`src/rtl/ram16_arbiter_if.sv`:
```
// Two-requester bus plus the RAM-side port of the 16-word RAM arbiter.
// slave is the arbiter's view; master is the requesters plus the RAM itself.
interface ram16_arbiter_if #(
  parameter int ADDR_W = 4,
  parameter int DATA_W = 16
);
  logic              req0, req1;
  logic              we0, we1;
  logic [ADDR_W-1:0] addr0, addr1;
  logic [DATA_W-1:0] wdata0, wdata1;
  logic              ack0, ack1;
  logic [DATA_W-1:0] rdata0, rdata1;
  logic              busy;
  logic [ADDR_W-1:0] ram_address;
  logic [DATA_W-1:0] ram_in;
  logic              ram_load;
  logic [DATA_W-1:0] ram_out;

  modport slave (
    input  req0, req1, we0, we1, addr0, addr1, wdata0, wdata1, ram_out,
    output ack0, ack1, rdata0, rdata1, busy, ram_address, ram_in, ram_load
  );

  modport master (
    output req0, req1, we0, we1, addr0, addr1, wdata0, wdata1, ram_out,
    input  ack0, ack1, rdata0, rdata1, busy, ram_address, ram_in, ram_load
  );
endinterface

```
`src/rtl/ram16_arbiter.sv`:
```
// Two-port arbiter in front of a single 16-word RAM: IDLE -> ACCESS -> RESP.
// Define RAM16_ARB_ROUND_ROBIN_EN for round-robin ties; otherwise port 0 wins.
module ram16_arbiter #(
  parameter int ADDR_W = 4,
  parameter int DATA_W = 16
) (
  input  logic            clk,
  input  logic            reset,
  ram16_arbiter_if.slave  bus
);
  typedef enum logic [1:0] {IDLE, ACCESS, RESP} state_t;

  state_t            state;
  logic              owner;
  logic              lat_we;
  logic [ADDR_W-1:0] lat_addr;
  logic [DATA_W-1:0] lat_wdata;
  logic              ack0_q, ack1_q;
  logic [DATA_W-1:0] rdata0_q, rdata1_q;
  logic              win;

`ifdef RAM16_ARB_ROUND_ROBIN_EN
  logic last;
  // On a tie the port not granted last wins; a lone request always wins.
  always_comb win = (bus.req0 && bus.req1) ? ~last : ~bus.req0;
`else
  always_comb win = ~bus.req0;
`endif

  always_ff @(posedge clk) begin
    if (reset) begin
      state     <= IDLE;
      owner     <= 1'b0;
      lat_we    <= 1'b0;
      lat_addr  <= '0;
      lat_wdata <= '0;
      ack0_q    <= 1'b0;
      ack1_q    <= 1'b0;
      rdata0_q  <= '0;
      rdata1_q  <= '0;
`ifdef RAM16_ARB_ROUND_ROBIN_EN
      last      <= 1'b1;
`endif
    end else begin
      ack0_q <= 1'b0;
      ack1_q <= 1'b0;
      case (state)
        IDLE: if (bus.req0 || bus.req1) begin
          owner     <= win;
          lat_we    <= win ? bus.we1    : bus.we0;
          lat_addr  <= win ? bus.addr1  : bus.addr0;
          lat_wdata <= win ? bus.wdata1 : bus.wdata0;
          state     <= ACCESS;
        end
        ACCESS: begin
          if (!lat_we) begin
            if (owner) rdata1_q <= bus.ram_out;
            else       rdata0_q <= bus.ram_out;
          end
          state <= RESP;
        end
        RESP: begin
          ack0_q <= ~owner;
          ack1_q <= owner;
`ifdef RAM16_ARB_ROUND_ROBIN_EN
          last   <= owner;
`endif
          state  <= IDLE;
        end
        default: state <= IDLE;
      endcase
    end
  end

  // Reset gates the write strobe combinationally so a mid-ACCESS reset never writes.
  assign bus.ram_load    = (state == ACCESS) && lat_we && !reset;
  assign bus.ram_address = lat_addr;
  assign bus.ram_in      = lat_wdata;
  assign bus.busy        = (state != IDLE);
  assign bus.ack0        = ack0_q;
  assign bus.ack1        = ack1_q;
  assign bus.rdata0      = rdata0_q;
  assign bus.rdata1      = rdata1_q;
endmodule

```
`src/flat_wrapper.sv`:
```
// flat-port wrapper written by rule: the top's interface ports become plain ports
module ram16_arbiter_flat 
#(
  parameter int ADDR_W = 4,
  parameter int DATA_W = 16
)
  (clk, reset, bus_req0, bus_req1, bus_we0, bus_we1, bus_addr0, bus_addr1, bus_wdata0, bus_wdata1, bus_ram_out, bus_ack0, bus_ack1, bus_rdata0, bus_rdata1, bus_busy, bus_ram_address, bus_ram_in, bus_ram_load);
  ram16_arbiter_if #(.ADDR_W(ADDR_W), .DATA_W(DATA_W)) bus_i ();
  input  logic clk;
  input  logic reset;
  input wire logic [$bits(bus_i.req0)-1:0] bus_req0;
  input wire logic [$bits(bus_i.req1)-1:0] bus_req1;
  input wire logic [$bits(bus_i.we0)-1:0] bus_we0;
  input wire logic [$bits(bus_i.we1)-1:0] bus_we1;
  input wire logic [$bits(bus_i.addr0)-1:0] bus_addr0;
  input wire logic [$bits(bus_i.addr1)-1:0] bus_addr1;
  input wire logic [$bits(bus_i.wdata0)-1:0] bus_wdata0;
  input wire logic [$bits(bus_i.wdata1)-1:0] bus_wdata1;
  input wire logic [$bits(bus_i.ram_out)-1:0] bus_ram_out;
  output wire logic [$bits(bus_i.ack0)-1:0] bus_ack0;
  output wire logic [$bits(bus_i.ack1)-1:0] bus_ack1;
  output wire logic [$bits(bus_i.rdata0)-1:0] bus_rdata0;
  output wire logic [$bits(bus_i.rdata1)-1:0] bus_rdata1;
  output wire logic [$bits(bus_i.busy)-1:0] bus_busy;
  output wire logic [$bits(bus_i.ram_address)-1:0] bus_ram_address;
  output wire logic [$bits(bus_i.ram_in)-1:0] bus_ram_in;
  output wire logic [$bits(bus_i.ram_load)-1:0] bus_ram_load;
  assign bus_i.req0 = bus_req0;
  assign bus_i.req1 = bus_req1;
  assign bus_i.we0 = bus_we0;
  assign bus_i.we1 = bus_we1;
  assign bus_i.addr0 = bus_addr0;
  assign bus_i.addr1 = bus_addr1;
  assign bus_i.wdata0 = bus_wdata0;
  assign bus_i.wdata1 = bus_wdata1;
  assign bus_i.ram_out = bus_ram_out;
  assign bus_ack0 = bus_i.ack0;
  assign bus_ack1 = bus_i.ack1;
  assign bus_rdata0 = bus_i.rdata0;
  assign bus_rdata1 = bus_i.rdata1;
  assign bus_busy = bus_i.busy;
  assign bus_ram_address = bus_i.ram_address;
  assign bus_ram_in = bus_i.ram_in;
  assign bus_ram_load = bus_i.ram_load;
  ram16_arbiter #(.ADDR_W(ADDR_W), .DATA_W(DATA_W)) u_core (.clk(clk), .reset(reset), .bus(bus_i));
endmodule
```
`config.mk`:
```
export PLATFORM = sky130hd
export DESIGN_NAME = ram16_arbiter_flat
export DESIGN_NICKNAME = d
export VERILOG_FILES = /design/src/rtl/ram16_arbiter_if.sv /design/src/rtl/ram16_arbiter.sv /design/src/flat_wrapper.sv
export SDC_FILE = /design/constraint.sdc
export NUM_CORES = 1
export LEC_CHECK = 0
export ABC_CLOCK_PERIOD_IN_PS = 2850
export CORE_ASPECT_RATIO = 0.7
export CORE_MARGIN = 2
export CORE_UTILIZATION = 42
export CTS_CLUSTER_DIAMETER = 40
export DETAILED_ROUTE_END_ITERATION = 12
export PLACE_DENSITY_LB_ADDON = 0.3
export SLEW_MARGIN = 25
export SYNTH_ARGS = -nofsm -noshare
export SYNTH_HDL_FRONTEND = slang
export SYNTH_SLANG_ARGS = --single-unit
```
`constraint.sdc`:
```
create_clock -name clk -period 2.85 [get_ports clk]
set_input_delay 0.57 -clock clk [delete_from_list [all_inputs] [get_ports clk]]
set_output_delay 0.57 -clock clk [all_outputs]
set_load 0.02 [all_outputs]
```
**After elaboration in Yosys (flattened, before gate mapping)**

Cells that the tools add are included.
Widths: inputs -> output; s select.

- Div/mod/pow operators: 0
- Shift-type cells: 0
- Muxes and demuxes: 5
- Equality and inequality tests: 3
- Magnitude comparators: 0
- Bitwise gates (word level): 4
- Reduce and logical (&&, ||, !) cells: 10
- Multiply operators: 0
- Add/sub/neg operators: 0

Operator list:

| cell | count |
|---|---|
| $mux 16 | 1 |
| $reduce_and 3->1 | 2 |
| $mux 4 | 1 |
| $not 1->1 | 4 |
| $pmux 2 s2 | 1 |
| $eq 2x1->1 const B | 1 |
| $eq 2x2->1 const B | 1 |
| $logic_and 1x1->1 | 2 |
| $logic_not 2->1 | 1 |
| $mux 2 | 1 |
| $ne 2x1->1 const B | 1 |
| $reduce_and 2->1 | 1 |
| $reduce_bool 2->1 | 1 |
| $reduce_or 2->1 | 1 |
| $logic_not 1->1 | 1 |
| $logic_or 1x1->1 | 1 |
| $mux 1 | 1 |

- Logic and storage cells: 31
- Memory bits (writable): 0
- Latch bits: 0
- Memory bits (read-only): 0
- Bits of input ports: 62
- Output and inout port bits: 56
- Memories: 0
- Register bits: 58

**Depth between registers and ports, before layout**

Gate-level depths: netlist of run 1.

- Depth in word-level cells: 3
- Mapped depth: 5
- Gate-level depth less buffers: 3

**Worst setup path before layout of run 1**

No wires, ideal clock.

- Path kind: input to output
- Start point: input reset
- End point: output bus_ram_load
- Arrival: 1.001 ns
- Data required time: 2.280 ns
- Buffers on the path: 0
- Stages on the path: 2
- Setup slack: 1.279 ns
- Path through: nor3b_1 > and2_1

- Longest elaborated chain between the ends: 2

RTL lines:

| what | line | RTL |
|---|---|---|
| start, declared | flat_wrapper.sv:10 | `input logic reset;` |
| $logic_not 1->1 | ram16_arbiter.sv:76 | `assign bus.ram_load = (state == ACCESS) && lat_we && !reset;` |
| $logic_and 1x1->1 | ram16_arbiter.sv:76 |  |
| end, declared | flat_wrapper.sv:27 | `output wire logic [$bits(bus_i.ram_load)-1:0] bus_ram_load;` |

Every way passes these cells.

**Worst setup path in the final report of run 1**

- Start point: register u_core.state[0]
- End point: output bus_ram_load

- Longest elaborated chain between the ends: 3

RTL lines:

| what | line | RTL |
|---|---|---|
| start, declared | ram16_arbiter.sv:13 | `state_t state;` |
| start signal, assigned | ram16_arbiter.sv:32 | `state <= IDLE;` |
| start signal, assigned | ram16_arbiter.sv:53 | `state <= ACCESS;` |
| start signal, assigned | ram16_arbiter.sv:60 | `state <= RESP;` |
| $eq 2x1->1 | ram16_arbiter.sv:76 |  |
| $logic_and 1x1->1 (2 in a row) | ram16_arbiter.sv:76 |  |

Every way passes these cells.

==> results of run 1 <==
metal layers:
layer  up-vias  wire, microns  track usage
met5         -              0            0
met3         5            452       0.0883
met2        69           3000        0.367
li1       1102              -            -
met1      1020           2860        0.272
met4         0             53       0.0728
layout make-up:
cell class                 count  area (sq um)
clock buffer                  11           151
clock inverter                 3          40.0
fill                         411          1590
inverter                       1          3.75
multi-input combinational    173           998
sequential                    58          1160
tap                           72          90.1
timing repair buffer         121          1200
kinds of logic after synthesis:
| group | Yosys count |
|---|---|
| AND/OR/NAND/NOR | 76 |
| multiplexers | 21 |
| buffers and inverters | 23 |
| flip-flops | 58 |
| AO/OA/AOI/OAI | 76 |
final timing paths:
check | end | slack [ns] | cells past startpoint
max reg2reg | u_core.bus.ram_in[5] | 0.90 | 4
min reg2reg | u_core.bus.rdata1[8] | 0.45 | 2
max | bus_ram_load | 0.50 | 3
min | u_core.state[1] | 0.43 | 2
layout by cell type, fill, tap and decap left out:
| master | instances |
|---|---|
| buf_2 | 1 |
| a211oi_1 | 22 |
| nand4bb_1 | 1 |
| nand2_1 | 64 |
| mux2i_1 | 21 |
| nor4b_4 | 1 |
| clkbuf_8 | 11 |
| nor4b_1 | 1 |
| buf_4 | 4 |
| bufinv_16 | 1 |
| dfxtp_1 | 58 |
| clkdlybuf4s50_1 | 116 |
| or2_1 | 1 |
| a21oi_1 | 54 |
| inv_1 | 1 |
| or4b_1 | 1 |
| clkinv_2 | 2 |
| nor4bb_1 | 1 |
| nor2b_1 | 1 |
| and2_1 | 2 |
| nor3b_1 | 1 |
| and4bb_2 | 1 |
| nor2_1 | 1 |
stage by stage:
stage               setup slack (ns)  cells   util  area [sq um]
floorplan                       1.28    254      -          2270
detailed placement             0.643    425  0.660          3450
global route                   0.396    439  0.696          3640
CTS                            0.478    439  0.696          3640
finish                         0.503    439  0.696          3640
global placement               0.674    425  0.660          3450
power by group:
group	leakage (nW)	switching (W)	internal [W]
sequential	0.475	0.0000381	0.000867
clock	0.101	0.000294	0.000438
combinational	0.752	0.000210	0.000223
total	1.33	0.000542	0.00153
sequential cells by signal, summed over array words and instances (netlist names):
signal                  count
u_core.bus.ack0             1
u_core.bus.ack1             1
u_core.bus.ram_address      4
u_core.bus.ram_in          16
u_core.bus.rdata0          16
u_core.bus.rdata1          16
u_core.lat_we               1
u_core.owner                1
u_core.state                2
==> qor.yml, run 1 <==
worst_setup_path:
  r2r-start: "u_core.state[1]"
  path_delay_family: "buffers and inverters"
  crit_type: "reg2out"
  path_cells: "nor3b_1 -> and2_1 -> clkdlybuf4s50_1"
  critPathLaunchType: "register"
  crit_fanout: 8
  crit_start: "u_core.state[0]"
  required_ns: 2.28
  path_buf_inv: 1
  critical-path-slowest-cell: "clkdlybuf4s50_1"
  crit_path_end_kind: "primary output"
  cp.arrival_ns: 1.78
  max_stage_delay_ns: 0.59
clock_tree:
  htreeDepth: 3
  cts_tree: "done"
  cts_buffers: 9
  clock_latency_ns: 0.33
  clk_pin_slew_ns: 0.06
  cts-root-buf: "clkbuf_8"
  hold_buffers: 0
  cts_setup_buffers: 0
  post_cts_resized: 0
  clock_path_buffers: 2
  cts_sinks: 58
run:
  drv_cap: 0
synthesis:
  synthArstFlopShare: 0
  synth_edf_count: 0
  synthMuxAreaShare: 0.0926
  synthCells: 254
  ys_warn_count: 0
  synthTopCellsByCount: "64 x nand2_1, 58 x dfxtp_1, 54 x a21oi_1"
  synth_fp_nets: 316
  synth_area_leaders: "dfxtp_1 51%, a21oi_1 12%, nand2_1 11%"
  synth_top_family_by_area: "compound AO/OA/AOI/OAI gates"
  syn_area_per_cell_sq_um: 8.94
  synth_compound_area_frac: 0.192
  ys.flop_type: "dfxtp_1"
  ys_types: 21
  synth_area_sq_mm: 0.00227
  synth_adder_area_share: 0
  synth_seq_area_share: 0.512
  synth-simple-area-share: 0.155
  ys_ff_latch: 58
  yosysTopAreaCellShare: 0.512
  synthXorXnorAreaFrac: 0
  synth.largest_area_cell: "dfxtp_1"
  synth_most_common_cell: "nand2_1"
power:
  leakagePower_nw: 1.33
  p_per_area_mw_per_mm2: 569
  power_w: 0.00207
  vdd_drop_max_mv: 0.313
floorplanning:
  die_w_microns: 91.9
  io_pins: 118
  coreArea_sq_mm: 0.00523
  die_h_microns: 65.5
  placementRows: 22
  design.die.area_sq_mm: 0.00602
  initial_core_util: 0.434
detailed_routing:
  finalWirelength_mm: 6.36
  wire_per_inst_microns: 14.5
  drc: 0
  num_vias: 2196
  ant_nets: 0
  first_iter_violations: 47
  first_pass_iters: 4
  vias_per_cell: 5.00
global_routing:
  grt_pass1_vias: 2123
  overflow: 0
  grt_use_total: 0.224
  grt_max_degree: 58
  grt_antenna_before_repair: 0
  grt_pass1_wl_mm: 10.3
worst_hold_path:
  hold_path.class: "in2reg"
  hold_start: "reset"
cells_and_area:
  fin_nets: 426
  area_delta_synth_final_pct: 60.4
  diodes: 0
  drive_gt1_frac: 0.0572
timing:
  min_period_ns: 2.35
  setup_tns_ns: 0
  period_share: 0.824
  clock.fmax_ghz: 0.426
  max_slew_margin: 0.376
  final.setup_skew_ns: 0.00366
  worst_pin_slew_ns: 0.931
  finalSetupViolations: 0
  whs_ns: 0.433
  hold_viol: 0
  rsz0062_at_grt: "false"
  slew_violations: 0
placed_design:
  portBuffers: 117
  hpwl_mm: 4.46
  place.gp.congestion: 0.760
outcome:
  outcome: "completed"
(Power assumes the default switching activity.)
==> run 2, diff against run 1 <==
--- a/config.mk
+++ b/config.mk
@@ -5,10 +5,10 @@
 export SDC_FILE = /design/constraint.sdc
 export NUM_CORES = 1
 export LEC_CHECK = 0
-export ABC_CLOCK_PERIOD_IN_PS = 2850
+export ABC_CLOCK_PERIOD_IN_PS = 2300
 export CORE_ASPECT_RATIO = 0.7
 export CORE_MARGIN = 2
-export CORE_UTILIZATION = 42
+export CORE_UTILIZATION = 39
 export CTS_CLUSTER_DIAMETER = 40
 export DETAILED_ROUTE_END_ITERATION = 12
 export PLACE_DENSITY_LB_ADDON = 0.3
==> constraint.sdc (replaced) <==
create_clock -name clk -period 2.3 [get_ports clk]
set_input_delay 0.46 -clock clk [delete_from_list [all_inputs] [get_ports clk]]
set_output_delay 0.46 -clock clk [all_outputs]
set_load 0.02 [all_outputs]
==> run 2 against run 1 <==
Compared with the run above: clock skew grew 0.0018 ns; total power grew 18%; combinational power grew 24%; via count grew 0.64%; wire length shrank 2.4%; final cell count grew 1.1%; cell area shrank 0.24%; critical path type unchanged; largest power group unchanged.
==> qor.yml, run 2 (synthesis gave the netlist of run 1 again) <==
timing:
  rsz0062_at_grt: "false"
  finalSetupViolations: 0
  hold_viol: 0
  clock.fmax_ghz: 0.458
  period_share: 0.949
  max_slew_margin: 0.466
  final.setup_skew_ns: 0.00550
  setup_tns_ns: 0
  min_period_ns: 2.18
  worst_pin_slew_ns: 0.801
  slew_violations: 0
global_routing:
  grt_max_degree: 58
  grt_pass1_wl_mm: 9.67
  overflow: 0
  grt_pass1_vias: 1987
  grt_use_total: 0.199
  grt_antenna_before_repair: 0
run:
  drv_cap: 0
cells_and_area:
  area_delta_synth_final_pct: 60.0
  diodes: 0
  post-route-util: 0.641
  fin_area_sq_mm: 0.00363
  fin_nets: 427
  drive_gt1_frac: 0.0623
  final_common_cell: "clkdlybuf4s50_1"
  final_cell_mix: "116 x clkdlybuf4s50_1, 64 x nand2_1, 57 x dfxtp_1, 54 x a21oi_1, 22 x a211oi_1"
detailed_routing:
  first_iter_violations: 117
  num_vias: 2210
  vias_per_cell: 4.98
  finalWirelength_mm: 6.21
  first_pass_iters: 5
  ant_nets: 0
  wire_per_inst_microns: 14.0
  drc: 0
floorplanning:
  initial_core_util: 0.400
  io_pins: 118
  coreArea_sq_mm: 0.00567
  die_h_microns: 67.8
  placementRows: 23
  die_w_microns: 95.2
  design.die.area_sq_mm: 0.00646
worst_setup_path:
  crit_fanout: 8
  crit_type: "reg2out"
  path_delay_family: "buffers and inverters"
  max_stage_delay_ns: 0.59
  path_cells: "nor3b_1 -> and2_1 -> clkdlybuf4s50_1"
  cp.arrival_ns: 1.72
  critPathLaunchType: "register"
  crit_path_end_kind: "primary output"
  critical-path-slowest-cell: "clkdlybuf4s50_1"
  crit_start: "u_core.state[1]"
  r2r-start: "u_core.state[1]"
  required_ns: 1.84
  path_buf_inv: 1
clock_tree:
  cts_sinks: 58
  clock_latency_ns: 0.32
  htreeDepth: 3
  cts_tree: "done"
  cts-root-buf: "clkbuf_8"
  clk_pin_slew_ns: 0.06
  cts_buffers: 9
  hold_buffers: 0
  clock_path_buffers: 2
power:
  power_w: 0.00245
  leakagePower_nw: 1.32
  p_per_area_mw_per_mm2: 674
  vdd_drop_max_mv: 0.329
worst_hold_path:
  hold_start: "reset"
  hold_path.class: "in2reg"
placed_design:
  hpwl_mm: 4.44
  placed_cell_area_sq_mm: 0.00346
  place.gp.congestion: 0.759
  portBuffers: 117
outcome:
  outcome: "completed"
==> run 2: changes by cell type in the layout (fill, tap and decap cells not counted) <==
cell	delta
bufinv_16	-1
clkinv_2	+1
buf_4	+1
dfxtp_1	-1
dfxtp_2	+1
clkbuf_1	+1
==> run 2: final timing paths <==
check,end,slack [ns],depth (start not counted)
max,bus_ram_load,0.12,3
min,u_core.state[1],0.32,2
min reg2reg,u_core.bus.rdata0[0],0.45,2
max reg2reg,u_core.bus.ram_in[3],0.40,4
==> run 2: metal layers <==
layer  wire length [microns]  track usage  share of wire
met2                    2790        0.291           0.45
met4                      75       0.0851          0.012
met1                    2810        0.255           0.45
met5                       0            0              0
met3                     536       0.0892          0.086
==> run 2: report_power, final <==
group	leakage, nW	switching (W)	internal [W]	total (W)
Clock	0.0920	0.000354	0.000438	0.000791
Sequential	0.475	0.0000466	0.00108	0.00112
Combinational	0.757	0.000258	0.000278	0.000536
Total	1.32	0.000658	0.00179	0.00245
==> run 2: cell type report <==
class                           instances  area, sq um
Clock buffer                           12          155
Clock inverter                          3         15.0
Fill cell                             483         2040
Inverter                                1         3.75
Multi-Input combinational cell        173          998
Sequential cell                        58         1160
Tap cell                               75         93.8
Timing Repair Buffer                  122         1200
==> run 2: repair_timing <==
item / in CTS / in global routing
setup buffers: 0 / 0
endpoints found under the setup margin: 0 / 1
gates resized for setup: 0 / 1
==> run 2: stage by stage <==
step	hold slack [ns]	std cells	worst slack [ns]
after global routing	0.306	444	0.0288
after floorplan	0.504	254	0.856
final	0.321	444	0.116
after detailed placement	0.446	429	0.257
after global placement	0.442	429	0.323
after CTS	0.299	444	0.0213
